**config.mk**
```make
export PLATFORM = sky130hd
export DESIGN_NAME = seq_divider64
export DESIGN_NICKNAME = d
export VERILOG_FILES = /design/src/rtl/seq_divider64.sv
export SDC_FILE = /design/constraint.sdc
export NUM_CORES = 1
export LEC_CHECK = 0
export ABC_AREA = 1
export CORE_MARGIN = 2
export CORE_UTILIZATION = 57
export CTS_CLUSTER_DIAMETER = 40
export DETAILED_ROUTE_END_ITERATION = 8
export PLACE_DENSITY = 0.82
export SLEW_MARGIN = 20
export SYNTH_ARGS = -nofsm -noshare
export SYNTH_HDL_FRONTEND = slang
export SYNTH_SLANG_ARGS = --single-unit
```
**constraint.sdc**
```tcl
create_clock -name clk -period 2.6 [get_ports clk]
set_clock_uncertainty 0.1 [all_clocks]
set_input_delay 0.78 -clock clk [delete_from_list [all_inputs] [get_ports clk]]
set_output_delay 0.78 -clock clk [all_outputs]
set_load 0.01 [all_outputs]
```
**src/rtl/seq_divider64.sv**
```systemverilog
`default_nettype none
// ============================================================================
// Module      : seq_divider64
// Description : Unsigned restoring radix-2 sequential divider. One quotient
//               bit per clock, MSB first; zero divisor short-circuits to DONE.
// Revision    : 1.0 - initial release
// ============================================================================
module seq_divider64 #(
  parameter int WIDTH = 64
) (
  input  logic             clk,
  input  logic             rst_n,
  input  logic             start,
  input  logic [WIDTH-1:0] dividend,
  input  logic [WIDTH-1:0] divisor,
  output logic             busy,
  output logic             done,
  output logic [WIDTH-1:0] quotient,
  output logic [WIDTH-1:0] remainder,
  output logic             div_by_zero
);

  localparam int c_cw = $clog2(WIDTH + 1);
  localparam logic [c_cw-1:0] c_count_init = c_cw'(WIDTH);
  localparam logic [c_cw-1:0] c_count_one  = c_cw'(1);

  localparam logic [1:0] c_st_idle = 2'd0;
  localparam logic [1:0] c_st_run  = 2'd1;
  localparam logic [1:0] c_st_done = 2'd2;

  logic [1:0]       r_state;
  logic [1:0]       w_next_state;
  logic [c_cw-1:0]  r_count;
  logic [WIDTH-1:0] r_rem;      // restored remainder, always below the divisor
  logic [WIDTH-1:0] r_shift;    // dividend bits shift out, quotient bits shift in
  logic [WIDTH-1:0] r_divisor;
  logic [WIDTH-1:0] r_quotient;
  logic [WIDTH-1:0] r_remainder;
  logic             r_dbz;

  // The WIDTH+1 bit partial remainder after shifting in the next dividend bit;
  // the extra bit keeps the trial comparison exact.
  logic [WIDTH:0]   w_trial;
  logic             w_ge;
  logic [WIDTH-1:0] w_diff;
  logic [WIDTH-1:0] w_rem_next;
  logic [WIDTH-1:0] w_shift_next;
  logic             w_accept;
  logic             w_last;

  // One restoring step: subtract when the trial value covers the divisor.
  // The difference is taken modulo 2^WIDTH, which is exact whenever it is used.
  always_comb begin
    w_trial      = {r_rem, r_shift[WIDTH-1]};
    w_ge         = (w_trial >= {1'b0, r_divisor});
    w_diff       = w_trial[WIDTH-1:0] - r_divisor;
    w_rem_next   = w_ge ? w_diff : w_trial[WIDTH-1:0];
    w_shift_next = {r_shift[WIDTH-2:0], w_ge};
    w_accept     = (r_state == c_st_idle) && start;
    w_last       = (r_state == c_st_run) && (r_count == c_count_one);
  end

  // State register.
  always_ff @(posedge clk or negedge rst_n) begin
    if (!rst_n) begin
      r_state <= c_st_idle;
    end else begin
      r_state <= w_next_state;
    end
  end

  // Next-state logic: RUN ends on the step that takes the counter to zero.
  always_comb begin
    w_next_state = r_state;
    case (r_state)
      c_st_idle: begin
        if (start) begin
          w_next_state = (divisor == '0) ? c_st_done : c_st_run;
        end
      end
      c_st_run: begin
        if (r_count == c_count_one) begin
          w_next_state = c_st_done;
        end
      end
      c_st_done: w_next_state = c_st_idle;
      default:   w_next_state = c_st_idle;
    endcase
  end

  // Control outputs decoded from the state.
  always_comb begin
    busy = (r_state != c_st_idle);
    done = (r_state == c_st_done);
  end

  // Datapath: operand capture, iteration, and result registers written only
  // on the transition into DONE so RUN intermediates never reach the outputs.
  always_ff @(posedge clk or negedge rst_n) begin
    if (!rst_n) begin
      r_count     <= '0;
      r_rem       <= '0;
      r_shift     <= '0;
      r_divisor   <= '0;
      r_quotient  <= '0;
      r_remainder <= '0;
      r_dbz       <= 1'b0;
    end else if (w_accept) begin
      r_shift   <= dividend;
      r_divisor <= divisor;
      r_rem     <= '0;
      if (divisor == '0) begin
        r_quotient  <= '1;
        r_remainder <= dividend;
        r_dbz       <= 1'b1;
      end else begin
        r_count <= c_count_init;
      end
    end else if (r_state == c_st_run) begin
      r_rem   <= w_rem_next;
      r_shift <= w_shift_next;
      r_count <= r_count - c_count_one;
      if (w_last) begin
        r_quotient  <= w_shift_next;
        r_remainder <= w_rem_next;
        r_dbz       <= 1'b0;
      end
    end
  end

  assign quotient    = r_quotient;
  assign remainder   = r_remainder;
  assign div_by_zero = r_dbz;

endmodule
`default_nettype wire

```
==> impl_metrics.tcl, run 1 <==
set metrics [dict create \
    synth_cells 2944 \
    synth_cell_types 40 \
    start_util_pct 57.7 \
    synth_ff_type "dfrtp_1" \
    clockRootBuffer "clkbuf_16" \
    synth_warnings 0 \
    clock_sinks 330 \
    h-tree-depth 2 \
    tool.error "[ERROR GRT-0232] Routing congestion too high. Check the congestion heatmap in the GUI." \
    grt.total_usage_pct 80.7 \
    syn_nets 3142 \
    synth_top_family_by_area "simple AND/OR/NAND/NOR gates" \
    synthAdderAreaFrac_pct 4.02 \
    place_hpwl_um 59200 \
    haltStage "global routing" \
    async_flop_share_pct 100 \
    overflow 216 \
    synth.cell_area_mm2 0.0211 \
    ctsHoldBuffers 0 \
    worst_endpoint "remainder[38]$_DFFE_PN0P_/D" \
    syn_area_per_cell_um2 7.15 \
    die_w_um 196 \
    place.gp.congestion 1.01 \
    synth-compound-area-share_pct 12.0 \
    io_buffers 261 \
    die_h_um 196 \
    cts_buffers 48 \
    ios 262 \
    yosysSeqAreaShare_pct 39.2 \
    synth-seq-cells 330 \
    synth_edf_count 0 \
    synthSimpleGateAreaFrac_pct 30.3 \
    worstEndpointType "register input" \
    muxShareOfSynthArea_pct 0 \
    cts_buffer_depth 3 \
    grt_max_degree 70 \
    placed_cells 3947 \
    rows 70 \
    status "stopped before the end" \
    synth_xor_area_share_pct 1.41 \
]
==> stage by stage <==
stage               area [µm²]  setup TNS [ns]  setup WS, ns  utilization [%]
CTS                      30100          -0.375       -0.0489             82.5
floorplan                21100               0         0.315                -
detailed placement       27000         -145.30         -1.11             73.8
global placement         27000         -141.84         -1.02             73.8
==> synthesized netlist by cell type, types with 2 or more instances <==
| master | instances | area, µm² |
|---|---|---|
| buf_4 | 8 | 60.1 |
| buf_1 | 5 | 18.8 |
| ha_1 | 66 | 826 |
| a21oi_1 | 152 | 761 |
| nand2_2 | 15 | 93.8 |
| clkbuf_1 | 59 | 221 |
| nand3b_1 | 14 | 105 |
| nand3b_2 | 28 | 315 |
| nand3_2 | 73 | 731 |
| nor4_1 | 13 | 81.3 |
| inv_1 | 558 | 2090 |
| nand3_1 | 73 | 365 |
| inv_2 | 20 | 75.1 |
| buf_2 | 21 | 105 |
| nor2_2 | 16 | 100 |
| a21oi_2 | 43 | 377 |
| dfrtp_1 | 330 | 8260 |
| nor3_1 | 18 | 90.1 |
| o21ai_1 | 46 | 230 |
| o21bai_1 | 10 | 75.1 |
| o21ai_0 | 94 | 470 |
| nor2_1 | 274 | 1030 |
| nand2_1 | 850 | 3190 |
| a21o_1 | 2 | 15.0 |
| xor2_1 | 3 | 26.3 |
| nand4_1 | 22 | 138 |
| xnor2_1 | 31 | 272 |
| and2_1 | 2 | 12.5 |
| buf_6 | 13 | 146 |
| clkinv_1 | 2 | 7.51 |
| nor2_4 | 8 | 90.1 |
| o221ai_1 | 63 | 552 |
| o21ai_2 | 5 | 43.8 |
==> cell families after synthesis <==
group / Yosys count
adder cells (fa/ha/maj): 67
flip-flops: 330
buffers and inverters: 686
AO/OA/AOI/OAI: 417
AND/OR/NAND/NOR: 1410
XOR/XNOR: 34
==> routing by layer <==
metal	GRT overflow	global-route usage (%)
met5	0	41.9
met4	93	79.3
met3	8	65.9
met2	111	95.8
met1	4	81.5
==> repair_timing <==
action,CTS
setup endpoints to repair,203
gates resized for setup,245
cloned,7
pin swaps,59
buffers inserted,32
==> run 2, diff against run 1 <==
--- a/config.mk
+++ b/config.mk
@@ -7,10 +7,9 @@
 export LEC_CHECK = 0
 export ABC_AREA = 1
 export CORE_MARGIN = 2
-export CORE_UTILIZATION = 57
-export CTS_CLUSTER_DIAMETER = 40
+export CORE_UTILIZATION = 40
 export DETAILED_ROUTE_END_ITERATION = 8
-export PLACE_DENSITY = 0.82
+export PLACE_DENSITY_LB_ADDON = 0.15
 export SLEW_MARGIN = 20
 export SYNTH_ARGS = -nofsm -noshare
 export SYNTH_HDL_FRONTEND = slang
==> impl_metrics.tcl, run 2 <==
set metrics [dict create \
    start_util_pct 40.2 \
    slowest_stage "dfrtp_1" \
    grt_max_degree 73 \
    overflow 0 \
    fillerInstances 4520 \
    status "finished with violations" \
    fin_nets 3889 \
    clkTransAtPathRegs_ns 0.07 \
    cp_data_required_time_ns 2.95 \
    end_kind "register" \
    synth_common_cells "nand2_1 (850), inv_1 (558), dfrtp_1 (330)" \
    n_antenna_cell 0 \
    insertion_delay_ns 0.58 \
    synth.top_cells.by_area "dfrtp_1 (39%), nand2_1 (15%), inv_1 (9.9%)" \
    grt_pass1_wl_um 120000 \
    fin_ws_ns -0.120 \
    critPathKind "reg -> reg" \
    antenna_left 0 \
    drt-wirelength-per-cell_um 18.7 \
    crit_path_max_fanout 6 \
    yosysSeqAreaShare_pct 39.2 \
    vias 22144 \
    synth_ff_type "dfrtp_1" \
    synth_cells 2944 \
    synth_area_leader_cell "dfrtp_1" \
    synth_edf_count 0 \
    first_pass_iters 5 \
    async_flop_share_pct 100 \
    synth_warnings 0 \
    die_area_mm2 0.0545 \
    clock_sinks 330 \
    drv_cap 0 \
    drt_iter0_drc 1837 \
    peakVddDrop_v 0.000390 \
    pwr-share-seq_pct 47.1 \
    synth.cell_area_mm2 0.0211 \
    post-place-ws_ns -0.787 \
    synth_cell_types 40 \
    setup-tns-final_ns -6.81 \
    swShare_pct 22.9 \
    die_w_um 233 \
    fmax_ghz 0.368 \
    fin_crit_sh_pct 105 \
    via_per_inst 5.02 \
    drcViolationCount 0 \
    p_per_area_mw_per_mm2 330 \
    die_h_um 233 \
    drive_gt1_share_pct 35.3 \
    period_needed_ns 2.72 \
    syn_nets 3142 \
    switching_power_uw 2500 \
    path_buf_inv 4 \
    core_area_mm2 0.0523 \
    maxSlewViolCount 0 \
    place.gp.congestion 0.971 \
    failed_checks "setup timing" \
    place_hpwl_um 61300 \
    multi_input_area_mm2 0.0129 \
    syn_area_per_cell_um2 7.15 \
    fin_hold_ws_ns 0.368 \
    tritoncts "built" \
    io_buffers 261 \
    seq_area_mm2 0.00828 \
    setup-violations-final 114 \
    rows 84 \
    synth-seq-cells 330 \
    grt.total_usage_pct 28.9 \
    layout_commonest_cell "nand2_1" \
    ios 262 \
    leakage_uw 0.0170 \
    crit_chain "ha_4, nand2_4, nor2_4, inv_2, nor2_4, nand2_2, nor2_4, nand2_4, nand3_4, nor2_4, buf_12, nand2_8, buf_12, clkbuf_16, nand2_4, nand3_4, a21oi_2" \
    max_slew_margin_pct 52.1 \
    synth_top_area_share_pct 39.2 \
    cts_buffers 39 \
    cp-start-kind "register" \
    finalHoldViolCount 0 \
    clockRootBuffer "clkbuf_16" \
    p_comb_share_pct 4.1 \
    mostFrequentLayoutCells "nand2_1 (662), inv_1 (498), buf_4 (468)" \
    arrival_ns 3.07 \
    grt_pass1_vias 20922 \
    h-tree-depth 2 \
    cts_buffer_depth 3 \
    critPathTopFamily "simple AND/OR/NAND/NOR gates" \
    critPathMaxStageDelay_ns 0.43 \
    antenna_found_initial 0 \
    cp_common_cell "nor2_4" \
    clockPowerShare_pct 48.8 \
    wl_um 82500 \
    area_growth_pct 57.0 \
    hold_path.class "in -> reg" \
    yosysMostFrequentCell "nand2_1" \
    rsz0062_at_grt "true" \
    worst_pin_slew_ns 0.719 \
    intPower_uw 8400 \
]
-- run 2: cells by family after synthesis --
logic type,after synthesis,synth area share [%]
AND/OR/NAND/NOR,1410,30.3
buffers and inverters,686,13.0
AO/OA/AOI/OAI,417,12.0
flip-flops,330,39.2
adder cells (fa/ha/maj),67,4.02
XOR/XNOR,34,1.41
-- run 2: through the flow --
step / instances / utilization, % / instance area [µm²] / total power (µW)
after floorplan: 2944 / - / 21100 / 5240
after global placement: 4245 / 52.9 / 27700 / 5670
after detailed placement: 4245 / 52.9 / 27700 / 5670
after CTS: 4356 / 58.6 / 30700 / 11000
after global routing: 4408 / 63.2 / 33100 / 11200
final: 4408 / 63.2 / 33100 / 10900
-- run 2: cell type report --
class	count	area share, %
repair buffers	812	23.1
clock inverters	11	0.246
multi-input cells	1928	39.0
flip-flops and latches	330	25.0
inverters	580	6.63
clock buffers	59	3.42
well taps	688	2.60
-- run 2: power by group through the flow --
stage / registers (µW) / logic (µW) / clock network (µW)
2_1_floorplan: 5230 / 12.0 / 0
6_report: 5140 / 442 / 5320
4_1_cts: 5140 / 447 / 5410
3_5_place_dp: 5230 / 443 / 0
5_1_grt: 5130 / 479 / 5590
3_3_place_gp: 5230 / 442 / 0
-- run 2: timing repair --
action                                 CTS  global route
hold buffers                             1             0
cloned                                   7            12
gates resized for setup                310           446
setup buffers                           35            41
endpoints found under the hold margin   22             0
pin swaps                               56           111
setup endpoints to repair              199           181
-- run 2: routing by layer --
layer	up-vias	part of all wire [%]	global-route usage, %	wire (µm)
met4	0	2.8	7.97	2300
li1	10691	-	-	-
met3	123	5.9	2.48	4910
met1	10636	46	43.0	38200
met2	694	45	44.8	37100
met5	-	0	0	0
-- run 2: tightest hold or removal path, cell delays in order --
cell	delay (ns)
dlymetal6s2s_1	0.12
nand2_1	0.06
o21ai_0	0.06
-- run 2: path summary, 6_finish.rpt --
kind / start / end / slack [ns] / cells past startpoint
max: r_rem[10]$_DFFE_PN0P_ / remainder[21]$_DFFE_PN0P_ / -0.12 / 17
min: divisor[14] / r_divisor[14]$_DFFE_PN0P_ / 0.37 / 3
max reg2reg: r_rem[10]$_DFFE_PN0P_ / remainder[21]$_DFFE_PN0P_ / -0.12 / 17
min reg2reg: r_divisor[57]$_DFFE_PN0P_ / r_divisor[57]$_DFFE_PN0P_ / 0.39 / 2
max in group asynchronous: rst_n / remainder[34]$_DFFE_PN0P_ / 0.97 / 4
min in group asynchronous: rst_n / quotient[14]$_DFFE_PN0P_ / 0.58 / 2
(Power assumes the default switching activity.)
==> run 3, diff against run 2 <==
--- a/config.mk
+++ b/config.mk
@@ -14,3 +14,4 @@
 export SYNTH_ARGS = -nofsm -noshare
 export SYNTH_HDL_FRONTEND = slang
 export SYNTH_SLANG_ARGS = --single-unit
+export TNS_END_PERCENT = 100
==> constraint.sdc (replaced) <==
create_clock -name clk -period 2.6 [get_ports clk]
set_clock_uncertainty 0.1 [all_clocks]
set_input_delay 0.65 -clock clk [delete_from_list [all_inputs] [get_ports clk]]
set_output_delay 0.65 -clock clk [all_outputs]
set_load 0.01 [all_outputs]
==> impl_metrics.tcl, run 3 (synthesis gave the netlist of run 2 again) <==
set metrics [dict create \
    fmax_ghz 0.374 \
    end_kind "register" \
    io_buffers 261 \
    maxSlewViolCount 0 \
    max_slew_margin_pct 51.9 \
    area_growth_pct 55.3 \
    cp_data_required_time_ns 2.96 \
    grt.total_usage_pct 28.1 \
    failed_checks "setup timing" \
    ff2ff_setup_slack_ns -0.07 \
    crit_path_max_fanout 8 \
    fillerInstances 4506 \
    tritoncts "built" \
    clockRootBuffer "clkbuf_16" \
    place.gp.congestion 0.982 \
    cp-start-kind "register" \
    setup-violations-final 72 \
    drive_gt1_share_pct 34.5 \
    layoutNonFillerInstCount 4377 \
    fin_nets 3859 \
    drt-wirelength-per-cell_um 18.7 \
    layout_commonest_cell "nand2_1" \
    fin_ws_ns -0.0745 \
    via_per_inst 5.03 \
    h-tree-depth 2 \
    hold_path.class "reg -> reg" \
    design_power_total_uw 11400 \
    wl_um 81800 \
    worst_pin_slew_ns 0.721 \
    status "finished with violations" \
    antenna_left 0 \
    finalHoldViolCount 0 \
    p_per_area_mw_per_mm2 350 \
    grt_pass1_wl_um 117000 \
    drv_cap 0 \
    drcViolationCount 0 \
    leakage_uw 0.0168 \
    start_util_pct 40.2 \
    core_area_mm2 0.0523 \
    insertion_delay_ns 0.60 \
    arrival_ns 3.03 \
    drt_iter0_drc 1838 \
    antenna_found_initial 1 \
    fin_crit_sh_pct 103 \
    fin_area_mm2 0.0327 \
    vias 22024 \
    grt_pass1_vias 20589 \
    dpl_cell_area_mm2 0.0277 \
    die_h_um 233 \
    critPathKind "reg -> reg" \
    die_w_um 233 \
    cts_buffers 39 \
    rows 84 \
    clock_sinks 330 \
    peakVddDrop_v 0.000453 \
    cts_buffer_depth 3 \
    overflow 0 \
    mostFrequentLayoutCells "nand2_1 (662), inv_1 (507), buf_4 (461)" \
    clkTransAtPathRegs_ns 0.06 \
    fin_hold_ws_ns 0.394 \
    placed_cells 4239 \
    die_area_mm2 0.0545 \
    post-place-ws_ns -0.719 \
    place_hpwl_um 60700 \
    first_pass_iters 5 \
    ios 262 \
    rsz0062_at_grt "true" \
    grt_max_degree 82 \
    period_needed_ns 2.67 \
]
==> run 3: cell count changes in the layout (fill, tap and decap cells not counted), sizes merged <==
cell,previous run,this run
diode,0,1
buf,540,509
inv,580,581
dlygate4sd2,4,0
bufinv,0,5
clkbuf,70,65
dlymetal6s2s,10,0
clkdlybuf4s50,246,260
bufbuf,0,1
clkinvlp,3,1
clkinv,8,7
==> run 3: path summary, 6_finish.rpt <==
| check | startpoint | to | cells after the start |
|---|---|---|---|
| max reg2reg | r_rem[53]$_DFFE_PN0P_ | remainder[13]$_DFFE_PN0P_ | 15 |
| min reg2reg | r_divisor[33]$_DFFE_PN0P_ | r_divisor[33]$_DFFE_PN0P_ | 2 |
| max in group asynchronous | rst_n | quotient[45]$_DFFE_PN0P_ | 3 |
| min in group asynchronous | rst_n | quotient[18]$_DFFE_PN0P_ | 2 |
| min | r_divisor[33]$_DFFE_PN0P_ | r_divisor[33]$_DFFE_PN0P_ | 2 |
| max | r_rem[53]$_DFFE_PN0P_ | remainder[13]$_DFFE_PN0P_ | 15 |
==> run 3: where the power goes <==
part	total, µW	internal, µW	switching [µW]
sequential	5140	5140	0
clock	5870	3510	2360
combinational	436	245	191
==> run 3: per-stage QoR <==
stage                     util, %  TNS (ns)
after global placement       53.0    -95.75
final                        62.5     -2.30
after floorplan                 -         0
after CTS                    58.2    -0.407
after detailed placement     53.0   -103.31
after global routing         62.5    -10.28
==> run 3: timing repair <==
action	in CTS	in global routing
gates cloned	3	14
pin swaps	46	122
gates resized for setup	243	428
buffers inserted	14	37
setup endpoints to repair	194	197
hold buffers	1	0
hold endpoints to repair	40	0
==> run 3: worst max-delay path, cell delays in order, from the launching register on <==
cell and delay (ns):
dfrtp_1 0.42, ha_4 0.30, nand2_1 0.14, nor2_4 0.18, inv_1 0.08, o21ai_2 0.19
nand2_1 0.12, nand3_4 0.13, nor2_4 0.05, buf_12 0.13, nand2_8 0.09, buf_12 0.18
clkbuf_16 0.20, nand2_2 0.08, nand3_4 0.10, a21oi_2 0.06
==> run 3: final cells by class <==
cell class                 instances  area (µm²)  share of cell area [%]
clock buffer                      55        1120                    3.41
multi-input combinational       1928       12800                    39.1
inverter                         580        2190                    6.69
sequential                       330        8290                    25.3
clock inverter                    13         230                   0.704
timing repair inverter             1        6.26                  0.0191
timing repair buffer             781        7220                    22.1
tap                              688         861                    2.63
antenna                            1        2.50                 0.00765
==> run 3: metal layers <==
layer  wire, µm  up-vias  part of all wire [%]  GRT usage, %
met3       5060      142                   6.2          3.39
li1           -    10634                     -             -
met4       3040        0                   3.7          10.0
met5          0        -                     0             0
met2      36700      731                    45          43.8
met1      37000    10517                    45          40.3
==> run 4, diff against run 3 <==
--- a/config.mk
+++ b/config.mk
@@ -14,4 +14,3 @@
 export SYNTH_ARGS = -nofsm -noshare
 export SYNTH_HDL_FRONTEND = slang
 export SYNTH_SLANG_ARGS = --single-unit
-export TNS_END_PERCENT = 100
==> results of run 4 <==
Final layout, timing and power as in run 3 (identical DEF).
